<file path="src/rtl/range_arbiter.sv">
// Round-robin arbiter sharing one RangeFinder datapath between two sample streams.
// Optional in-burst gap timeout is enabled by defining RANGE_ARB_TIMEOUT_EN.

module range_arbiter #(
    parameter int WIDTH      = 10,
    parameter int RESULT_LAT = 1,
    parameter int TIMEOUT    = 255
) (
    input  logic             clock,
    input  logic             reset,
    input  logic [1:0]       ch_req,
    input  logic [1:0]       ch_valid,
    input  logic [1:0]       ch_last,
    input  logic [WIDTH-1:0] ch0_data,
    input  logic [WIDTH-1:0] ch1_data,
    output logic [1:0]       grant,
    output logic [WIDTH-1:0] rf_data_in,
    output logic             rf_go,
    output logic             rf_finish,
    input  logic [WIDTH-1:0] rf_range,
    input  logic             rf_debug_error,
    output logic [WIDTH-1:0] result,
    output logic             result_ch,
    output logic             result_err,
    output logic             result_valid
);

    typedef enum logic [1:0] {
        IDLE,
        STREAM,
        DRAIN,
        REPORT
    } state_t;

    localparam logic [1:0] LAT_LAST = 2'(RESULT_LAT - 1);

    if (RESULT_LAT < 1 || RESULT_LAT > 3 || TIMEOUT < 1) begin : g_param_check
        $error("range_arbiter: RESULT_LAT must be 1..3 and TIMEOUT at least 1");
    end

    state_t           state;
    state_t           state_d;
    logic             ptr;
    logic             owner;
    logic             first_q;
    logic             err_q;
    logic [1:0]       lat_cnt;
    logic [WIDTH-1:0] held_q;
    logic             sel;
    logic             accept;
    logic             force_end;
    logic             timeout_hit;
    logic [WIDTH-1:0] sample;

    // The pointer channel wins a tie; otherwise whichever channel is requesting.
    assign sel    = ch_req[ptr] ? ptr : ~ptr;
    assign sample = owner ? ch1_data : ch0_data;

`ifdef RANGE_ARB_TIMEOUT_EN
    localparam int GAP_W = $clog2(TIMEOUT + 1);

    logic [GAP_W-1:0] gap_cnt;

    always_ff @(posedge clock) begin
        if (reset || state != STREAM || accept) begin
            gap_cnt <= '0;
        end else if (!timeout_hit) begin
            gap_cnt <= gap_cnt + GAP_W'(1);
        end
    end

    assign timeout_hit = (gap_cnt == GAP_W'(TIMEOUT));
`else
    assign timeout_hit = 1'b0;
`endif

    always_comb begin
        state_d      = state;
        accept       = 1'b0;
        force_end    = 1'b0;
        rf_go        = 1'b0;
        rf_finish    = 1'b0;
        result_valid = 1'b0;
        rf_data_in   = held_q;
        case (state)
            IDLE: begin
                if (|ch_req) state_d = STREAM;
            end
            STREAM: begin
                accept = grant[owner] & ch_valid[owner];
                // An accepted last sample ends the burst cleanly even if the request drops with it.
                force_end = !(accept && ch_last[owner]) && (!ch_req[owner] || timeout_hit);
                if (accept) rf_data_in = sample;
                rf_go     = accept & first_q;
                rf_finish = (accept & ch_last[owner]) | force_end;
                if (rf_finish) state_d = DRAIN;
            end
            DRAIN: begin
                if (lat_cnt == LAT_LAST) state_d = REPORT;
            end
            REPORT: begin
                result_valid = 1'b1;
                state_d      = IDLE;
            end
            default: state_d = IDLE;
        endcase
    end

    always_ff @(posedge clock) begin
        if (reset) begin
            state      <= IDLE;
            grant      <= '0;
            ptr        <= 1'b0;
            owner      <= 1'b0;
            first_q    <= 1'b1;
            err_q      <= 1'b0;
            lat_cnt    <= '0;
            held_q     <= '0;
            result     <= '0;
            result_ch  <= 1'b0;
            result_err <= 1'b0;
        end else begin
            state <= state_d;
            case (state)
                IDLE: begin
                    if (|ch_req) begin
                        owner   <= sel;
                        grant   <= sel ? 2'b10 : 2'b01;
                        first_q <= 1'b1;
                        err_q   <= 1'b0;
                    end
                end
                STREAM: begin
                    if (accept) begin
                        held_q  <= sample;
                        first_q <= 1'b0;
                    end
                    if (rf_finish) begin
                        grant   <= '0;
                        lat_cnt <= '0;
                        err_q   <= force_end;
                    end
                end
                DRAIN: begin
                    lat_cnt <= lat_cnt + 2'd1;
                    if (state_d == REPORT) begin
                        result     <= rf_range;
                        result_ch  <= owner;
                        result_err <= rf_debug_error | err_q;
                    end
                end
                REPORT: begin
                    ptr <= ~owner;
                end
                default: ;
            endcase
        end
    end

endmodule

</file>
<file path="config.mk">
export PLATFORM = sky130hd
export DESIGN_NAME = range_arbiter
export DESIGN_NICKNAME = d
export VERILOG_FILES = /design/src/rtl/range_arbiter.sv
export SDC_FILE = /design/constraint.sdc
export NUM_CORES = 1
export LEC_CHECK = 0
export ABC_AREA = 1
export ABC_CLOCK_PERIOD_IN_PS = 3000
export BUFFER_PORTS_ARGS = -buffer_cell sky130_fd_sc_hd__buf_2
export CAP_MARGIN = 10
export CORE_MARGIN = 3
export CORE_UTILIZATION = 50
export CTS_CLUSTER_DIAMETER = 60
export DETAILED_ROUTE_END_ITERATION = 7
export PLACE_DENSITY = 0.84
export SLEW_MARGIN = 40
export SYNTH_ARGS = -nofsm -noshare
export SYNTH_HDL_FRONTEND = slang
export SYNTH_SLANG_ARGS = --single-unit
</file>
<file path="constraint.sdc">
create_clock -name clock -period 3 [get_ports clock]
set_input_delay 0.3 -clock clock [delete_from_list [all_inputs] [get_ports clock]]
set_output_delay 0.3 -clock clock [all_outputs]
set_load 0.05 [all_outputs]
</file>
-- Yosys cells after proc, flatten, opt, wreduce, memory -nomap -nowiden
Cells that the tools add are included.
- add/subtract/negate cells: 1
- multiply operators: 0
- div/mod/pow operators: 0
- order comparisons: 2
- equality and inequality tests: 7
- shift operators: 0
- mux-type cells: 33
- bitwise gates (word level): 7
- reductions and logical operators: 15
- operator list (kind ; count):
    $mux 10 ; 3
    $mux 1 ; 19
    $mux 2 ; 6
    $pmux 2 s2 ; 2
    $pmux 2 s4 ; 1
    $reduce_and 2->1 ; 4
    $eq 2x2->1 const B ; 3
    $ne 2x2->1 const B ; 3
    $reduce_and 3->1 ; 2
    $logic_not 2->1 ; 2
    $lt 1x2->1 const B ; 2
    $pmux 1 s2 ; 2
    $reduce_bool 2->1 ; 2
    $and 1x1->1 ; 3
    $add 2x1->2 const B ; 1
    $eq 2x1->1 const B ; 1
    $logic_and 1x1->1 ; 2
    $logic_not 1->1 ; 2
    $not 1->1 ; 2
    $or 1x1->1 ; 2
    $reduce_or 2->1 ; 1
- register bits after elaboration: 32
- latch bits: 0
- bits in writable memories: 0
- bits in read-only memories: 0
- input bits: 39
- output and inout port bits: 27
- logic and storage cells: 76
- memories: 0

-- Depth between registers and ports, before layout
Gate-level depths: netlist of run 1.
- depth in word-level cells: 11
- depth in mapped cells: 10
- mapped depth without buffers: 8

-- Worst setup path before layout of run 1
Ideal clock, no wire load.
- kind: register -> output
- from: reg grant[1]
- to: out rf_go
- arrival: 1.806 ns
- data required time: 2.700 ns
- slack: 0.894 ns
- stages on the path, launching flop included: 6
- buffers on the path: 1
- path through: dfxtp_1 -> nand3_1 -> nand2_2 -> nand2_2 -> buf_2 -> nor2_1
- longest elaborated chain between the ends: 5
- ends and longest elaborated chain (item ; RTL line ; source):
    start, declared ; 16 ; output logic [1:0] grant,
    start signal, assigned ; 128 ; grant <= sel ? 2'b10 : 2'b01;
    $mux 1 (implied by the code) (2 in a row) ; 90 ; accept = grant[owner] & ch_valid[owner];
    $and 1x1->1 ; 90 ;
    $and 1x1->1 ; 94 ; rf_go = accept & first_q;
    $mux 1 ; 85 ; case (state)
    end, declared ; 18 ; output logic rf_go,
No other way between the ends. The select of a mux whose other input is x is not followed.

-- Worst setup path after layout of run 1
- from: reg owner
- to: out rf_data_in[9]
- longest elaborated chain between the ends: 5
- elaborated cells between the ends (all ways): 8
- those cells by class: 7 x mux; 1 x bitwise
- ends and longest elaborated chain (item ; RTL line ; source):
    start, declared ; 44 ; logic owner;
    start signal, assigned ; 127 ; owner <= sel;
    $mux 1 (implied by the code) (2 in a row) ; 90 ;
    $and 1x1->1 ; 90 ;
    $mux 10 (*) ; 93 ; if (accept) rf_data_in = sample;
    $mux 10 (*) ; 85 ;
    end, declared ; 17 ; output logic [WIDTH-1:0] rf_data_in,
Mark *: on every way between the ends. The rest lies on a longest branch, timed or not. The select of a mux whose other input is x is not followed.

==> results of run 1 <==
## where the power goes
part | total [mW] | switching, mW | internal (mW)
Clock | 0.252 | 0.137 | 0.115
Sequential | 0.469 | 0.0167 | 0.452
Combinational | 0.294 | 0.210 | 0.0841
Total | 1.02 | 0.363 | 0.652
## worst paths after layout
path	end	slack [ns]	cells past startpoint	startpoint
min reg2reg	lat_cnt[0]	0.46	1	lat_cnt[0]
max	rf_data_in[9]	0.46	10	owner
min	result[8]	0.23	3	rf_range[8]
max reg2reg	held_q[9]	1.18	9	owner
## per-stage QoR
stage	worst slack, ns	cells
2_1_floorplan	0.894	214
3_3_place_gp	0.899	300
3_5_place_dp	0.809	300
4_1_cts	0.423	308
5_1_grt	0.284	308
6_report	0.456	308
## synth_stat cells
library cell   n  area [sq um]
a21oi_1       18          90.1
a31oi_1        1          6.26
buf_2          4          20.0
buf_4          1          7.51
buf_6          2          22.5
clkbuf_1       4          15.0
dfxtp_1       32           641
ha_1           1          12.5
inv_1         21          78.8
inv_2          3          11.3
nand2_1       64           240
nand2_2        2          12.5
nand3_1       16          80.1
nand3_2        1          10.0
nor2_1        17          63.8
nor2_2         1          6.26
o21ai_0        5          25.0
o21ai_1        1          5.00
o21ai_2        9          78.8
or2_1         10          62.6
or2_2          1          6.26
## logic make-up (layout without fill, tap and decap cells)
| logic type | after synthesis | after routing |
|---|---|---|
| AOI/OAI and AO/OA | 34 | 34 |
| adders and majority gates | 1 | 1 |
| buffers and inverters | 35 | 98 |
| DFF | 32 | 32 |
| and+or+nand+nor | 112 | 112 |
## critical path, cell delays in order, from the launching register on
cell	delay (ns)
dfxtp_1	0.42
buf_4	0.23
inv_2	0.12
nand3_2	0.08
nand2_2	0.05
nand2_2	0.25
inv_2	0.15
or2_1	0.22
o21ai_0	0.10
inv_1	0.06
buf_2	0.21
## state kept, by name (all words and copies together), names as in the netlist
signal,cells
held_q,10
result,10
grant,2
lat_cnt,2
state,2
err_q,1
first_q,1
owner,1
ptr,1
result_ch,1
result_err,1
## area by class of cell
class                           count  area [sq um]  area share
Tap cell                           31          38.8      0.0208
Clock buffer                        8          58.8      0.0316
Multi-Input combinational cell    147           699       0.376
Inverter                           24          90.1      0.0484
Timing Repair Buffer               66           333       0.179
Sequential cell                    32           641       0.344
## per-layer routing
layer / wire length [um] / global-route usage / up-vias
li1: - / - / 794
met1: 1490 / 0.228 / 617
met2: 1520 / 0.318 / 55
met3: 297 / 0.0617 / 6
met4: 47 / 0.115 / 0
met5: 0 / 0 / -
==> out/metrics.cfg, run 1 <==
[outcome]
status = completed

[route]
first_pass_iters = 4
dr_total_vias = 1472
avgViaCountPerCell = 4.78
wl_per_cell_um = 10.9
wirelength_mm = 3.36
drc = 0
ant_nets = 0
drt-initial-drc-count = 64

[cells_and_area]
final_core_util = 0.663
final_cell_mix = buf_2 (65), nand2_1 (64), dfxtp_1 (32)
area_delta_synth_final_pct = 24.4
nets = 316
layout-drive-gt1-share = 0.321
fill_cells = 276
diodes = 0
final_common_cell = buf_2
final_cell_area_sq_um = 1860

[timing]
fin_hold_ws_ns = 0.230
worst_pin_slew_ns = 0.513
skew_ns = 0.00665
slew_headroom = 0.658
drv_slew = 0
fin_crit_sh = 0.848
grt_setup_unrepaired = false
fmax_mhz = 393
min_period_ns = 2.54
hold_violations = 0
fin_setup_tns_ns = 0
setup_viol = 0

[placement]
dp_hpwl_mm = 2.48
routabilityCongestion = 0.823
placed_area_sq_um = 1800
port_buffers = 65

[synthesis]
syn_inst = 214
yosys-mux-area-fraction = 0
yosys.area_share.simple = 0.322
synth_fp_nets = 254
synth_compound_area_frac = 0.137
avgSynthCellArea_sq_um = 6.99
synth.distinct_cells = 21
seq_area_frac_synth = 0.428
synth_fa_ha_area_frac = 0.00837
synth_xor_xnor_area_share = 0
netlist_area_sq_um = 1500
ys_ff_latch = 32
yosys_warnings = 0
synth_top_family_by_area = simple AND/OR/NAND/NOR gates

[floorplanning]
dieArea_sq_um = 3680
pin_count = 66
core_sq_um = 2810
die_h_um = 60.7
start_util = 0.533
rows = 19
die_w_um = 60.7

[setup_path]
path_class = flop to output port
crit_path_start_kind = flop
cp_max_fo = 13
critPathArrivalTime_ns = 2.24
crit_path_end_kind = output port
worstPathRequired_ns = 2.70

[clock_tree]
htreeDepth = 2
ctsHoldBuffers = 0
cts-resized-gates = 0
numCtsBuffers = 5
cts_tree = yes
root_buffer = clkbuf_4
cts_num_sinks = 32
clk_pin_slew_ns = 0.09
clk-insertion-delay-late_ns = 0.34
cts_setup_buffers = 0
cts_buffer_depth = 2

[worst_hold_path]
hp-class = input pin to flop

[global_routing]
grt_first_pass_wirelength_mm = 5.32
grt-ovfl-total = 0
grt_pass1_vias = 1282
groute.usage.overall = 0.197
antenna_found_initial = 0
grt_max_degree = 30

[power]
power.total_mw = 1.02
p_per_area_nw_per_um2 = 546
p_leak_nw = 1.08
vdd_drop_max_uv = 356

[run]
maxCapViolCount = 0

No activity file was read; power rests on OpenSTA's default activity.
==> run 2: changes to the inputs <==
--- a/config.mk
+++ b/config.mk
@@ -5,15 +5,15 @@
 export SDC_FILE = /design/constraint.sdc
 export NUM_CORES = 1
 export LEC_CHECK = 0
-export ABC_AREA = 1
-export ABC_CLOCK_PERIOD_IN_PS = 3000
+export ABC_AREA = 0
+export ABC_CLOCK_PERIOD_IN_PS = 2500
 export BUFFER_PORTS_ARGS = -buffer_cell sky130_fd_sc_hd__buf_2
 export CAP_MARGIN = 10
 export CORE_MARGIN = 3
-export CORE_UTILIZATION = 50
+export CORE_UTILIZATION = 48
 export CTS_CLUSTER_DIAMETER = 60
 export DETAILED_ROUTE_END_ITERATION = 7
-export PLACE_DENSITY = 0.84
+export PLACE_DENSITY = 0.79
 export SLEW_MARGIN = 40
 export SYNTH_ARGS = -nofsm -noshare
 export SYNTH_HDL_FRONTEND = slang
==> constraint.sdc (replaced) <==
create_clock -name clock -period 2.5 [get_ports clock]
set_input_delay 0.25 -clock clock [delete_from_list [all_inputs] [get_ports clock]]
set_output_delay 0.25 -clock clock [all_outputs]
set_load 0.05 [all_outputs]
==> run 2 against run 1 <==
- die area is 16% higher
- power up 25%
- worst hold slack got worse by 0.078 ns
- utilization is 1.8 points lower
- final cell count decreased by 8.1%
- sequential cell count unchanged
- largest power group unchanged
- critical endpoint is now rf_data_in[3]
- routed wire length is 2.6% higher
- via count shrank 4.4%
==> out/metrics.cfg, run 2 <==
[route]
drc = 0  ; unchanged
wirelength_mm = 3.44  ; +2.6%
first_pass_iters = 4  ; unchanged
wl_per_cell_um = 12.2  ; +12%
avgViaCountPerCell = 4.97  ; +4.0%
ant_nets = 0  ; unchanged
drt-initial-drc-count = 57  ; -11%
dr_total_vias = 1407  ; -4.4%

[outcome]
status = completed

[setup_path]
worstPathRequired_ns = 2.25  ; -0.45 ns
cp_max_fo = 22  ; +9
crit_start = state[0]
crit_end = rf_data_in[3]
critPathArrivalTime_ns = 1.98  ; -0.26 ns
path_class = flop to output port
r2r_slack_ns = 0.92  ; -0.26 ns
rr_startpoint = state[0]
crit_path_end_kind = output port
r2r_cells = 3  ; -6
crit-reg2reg-capture = first_q
crit_path_start_kind = flop

[synthesis]
yosysMostFrequentCell = dfxtp_1
netlist_area_sq_um = 1690  ; +13%
yosys_most_used_dff = dfxtp_1
yosysTopAreaCell = dfxtp_1
seq_area_frac_synth = 0.378  ; -0.0500
synth_top_area_frac = 0.378  ; -0.0500
syn_inst = 177  ; -17%
async_flop_share = 0  ; unchanged
synth_fp_nets = 217  ; -15%
ys_ff_latch = 32  ; unchanged
synth_common_cells = dfxtp_1 (32), nand2_1 (23), a21oi_1 (22), a211oi_2 (19), inv_1 (15)
synth.distinct_cells = 37  ; +76%
synth_area_leaders = dfxtp_1 (38%), a211oi_2 (14%), mux2_4 (8.0%), a21oi_1 (6.5%), nand2_1 (5.1%)
yosys_warnings = 0  ; unchanged
avgSynthCellArea_sq_um = 9.56  ; +37%
synth_edf_count = 0  ; unchanged

[global_routing]
groute.usage.overall = 0.175  ; -0.0213
grt_max_degree = 33  ; +10%
grt-ovfl-total = 0  ; unchanged
grt_first_pass_wirelength_mm = 5.82  ; +9.3%
antenna_found_initial = 0  ; unchanged
grt_pass1_vias = 1360  ; +6.1%

[floorplanning]
dieArea_sq_um = 4280  ; +16%
die_h_um = 65.4  ; +7.7%
rows = 20  ; +1
start_util = 0.529  ; -0.00449
die_w_um = 65.4  ; +7.7%
pin_count = 66  ; unchanged
core_sq_um = 3200  ; +14%

[clock_tree]
root_buffer = clkbuf_4
clk_pin_slew_ns = 0.09  ; about the same
cts_buffer_depth = 2  ; unchanged
numCtsBuffers = 5  ; unchanged
cts_setup_buffers = 0  ; unchanged
cts_tree = yes
clk-insertion-delay-late_ns = 0.33  ; about the same
htreeDepth = 2  ; unchanged
cts_num_sinks = 32  ; unchanged

[power]
vdd_drop_max_uv = 373  ; +4.8%
p_leak_nw = 0.891  ; -17%
p_per_area_nw_per_um2 = 615  ; +13%
power.total_mw = 1.27  ; +25%

[cells_and_area]
final_cell_mix = buf_2 (65), dfxtp_1 (32), nand2_1 (23)
layout-drive-gt1-share = 0.456  ; +0.135
final_common_cell = buf_2
area_delta_synth_final_pct = 22.2
nets = 278  ; -12%
diodes = 0  ; unchanged
reg_top3 = held_q: 10 flops, result: 10 flops
final_core_util = 0.646  ; -0.0175

[timing]
setup_viol = 0  ; unchanged
skew_ns = 0.00265  ; -0.00400 ns
worst_pin_slew_ns = 0.681  ; +0.168 ns
fin_setup_tns_ns = 0  ; unchanged
fin_crit_sh = 0.891
fmax_mhz = 449
min_period_ns = 2.23
slew_headroom = 0.546  ; -0.112
grt_setup_unrepaired = false
hold_violations = 0  ; unchanged
drv_slew = 0  ; unchanged

[placement]
port_buffers = 65  ; unchanged
routabilityCongestion = 0.781  ; -5.1%
dp_hpwl_mm = 2.53  ; +1.9%

[run]
maxCapViolCount = 0  ; unchanged

[worst_hold_path]
hp-class = input pin to flop

==> run 2: metrics by stage <==
step	std cells	hold WS (ns)	cell area, sq um	worst slack (ns)
after floorplan	177	0.319	1690	0.259
after global placement	275	0.439	2010	0.476
after detailed placement	275	0.447	2010	0.434
after CTS	283	0.140	2070	0.0469
after global routing	283	0.122	2070	0.0934
final	283	0.152	2070	0.274
==> run 2: timing repair <==
item / 4_1_cts / 5_1_grt
hold buffers: 0 / 0
setup endpoints to repair: 0 / 11
resized for setup: 0 / 1
==> run 2: logic make-up after synthesis <==
| group | after synthesis | synth area share |
|---|---|---|
| flip-flops | 32 | 0.378 |
| adder cells (fa/ha/maj) | 1 | 0.00739 |
| AND/OR/NAND/NOR | 47 | 0.143 |
| buffers and inverters | 29 | 0.0850 |
| AO/OA/AOI/OAI | 54 | 0.276 |
| XOR/XNOR | 1 | 0.00517 |
| multiplexers | 13 | 0.105 |
==> run 2: how the worst min path moves through the flow <==
stage,slack (ns),cells past startpoint,start,end
floorplan,0.32,1,reset,grant[1]
global placement,0.44,2,result[6],result[6]
detailed placement,0.45,2,result[0],result[0]
CTS,0.14,3,rf_range[7],result[7]
global route,0.12,3,rf_range[6],result[6]
finish,0.15,3,rf_range[7],result[7]
==> run 2: power by group <==
part | total, mW | internal [mW] | leakage (nW) | switching, mW
clock | 0.299 | 0.139 | 0.0326 | 0.161
combinational | 0.400 | 0.143 | 0.598 | 0.258
sequential | 0.572 | 0.544 | 0.260 | 0.0282
total | 1.27 | 0.825 | 0.891 | 0.446
==> run 2: per-layer routing <==
metal  vias to the layer above  global-route usage  share of wire
li1                        747                   -              -
met1                       614               0.217           0.45
met2                        44               0.282           0.46
met3                         2              0.0803          0.084
met4                         0              0.0311         0.0061
met5                         -                   0              0
==> run 2: layout make-up <==
cell class | count | area, sq um
Timing Repair Buffer | 68 | 348
Clock buffer | 8 | 58.8
Tap cell | 44 | 55.1
Sequential cell | 32 | 641
Inverter | 15 | 56.3
Fill cell | 306 | 1130
Multi-Input combinational cell | 116 | 910
==> run 2: worst max-delay path, cell delays in order (launching register included) <==
cell and delay [ns]:
dfxtp_1 0.53, nand2b_4 0.21, a21o_2 0.40, a21oi_1 0.22, buf_2 0.29
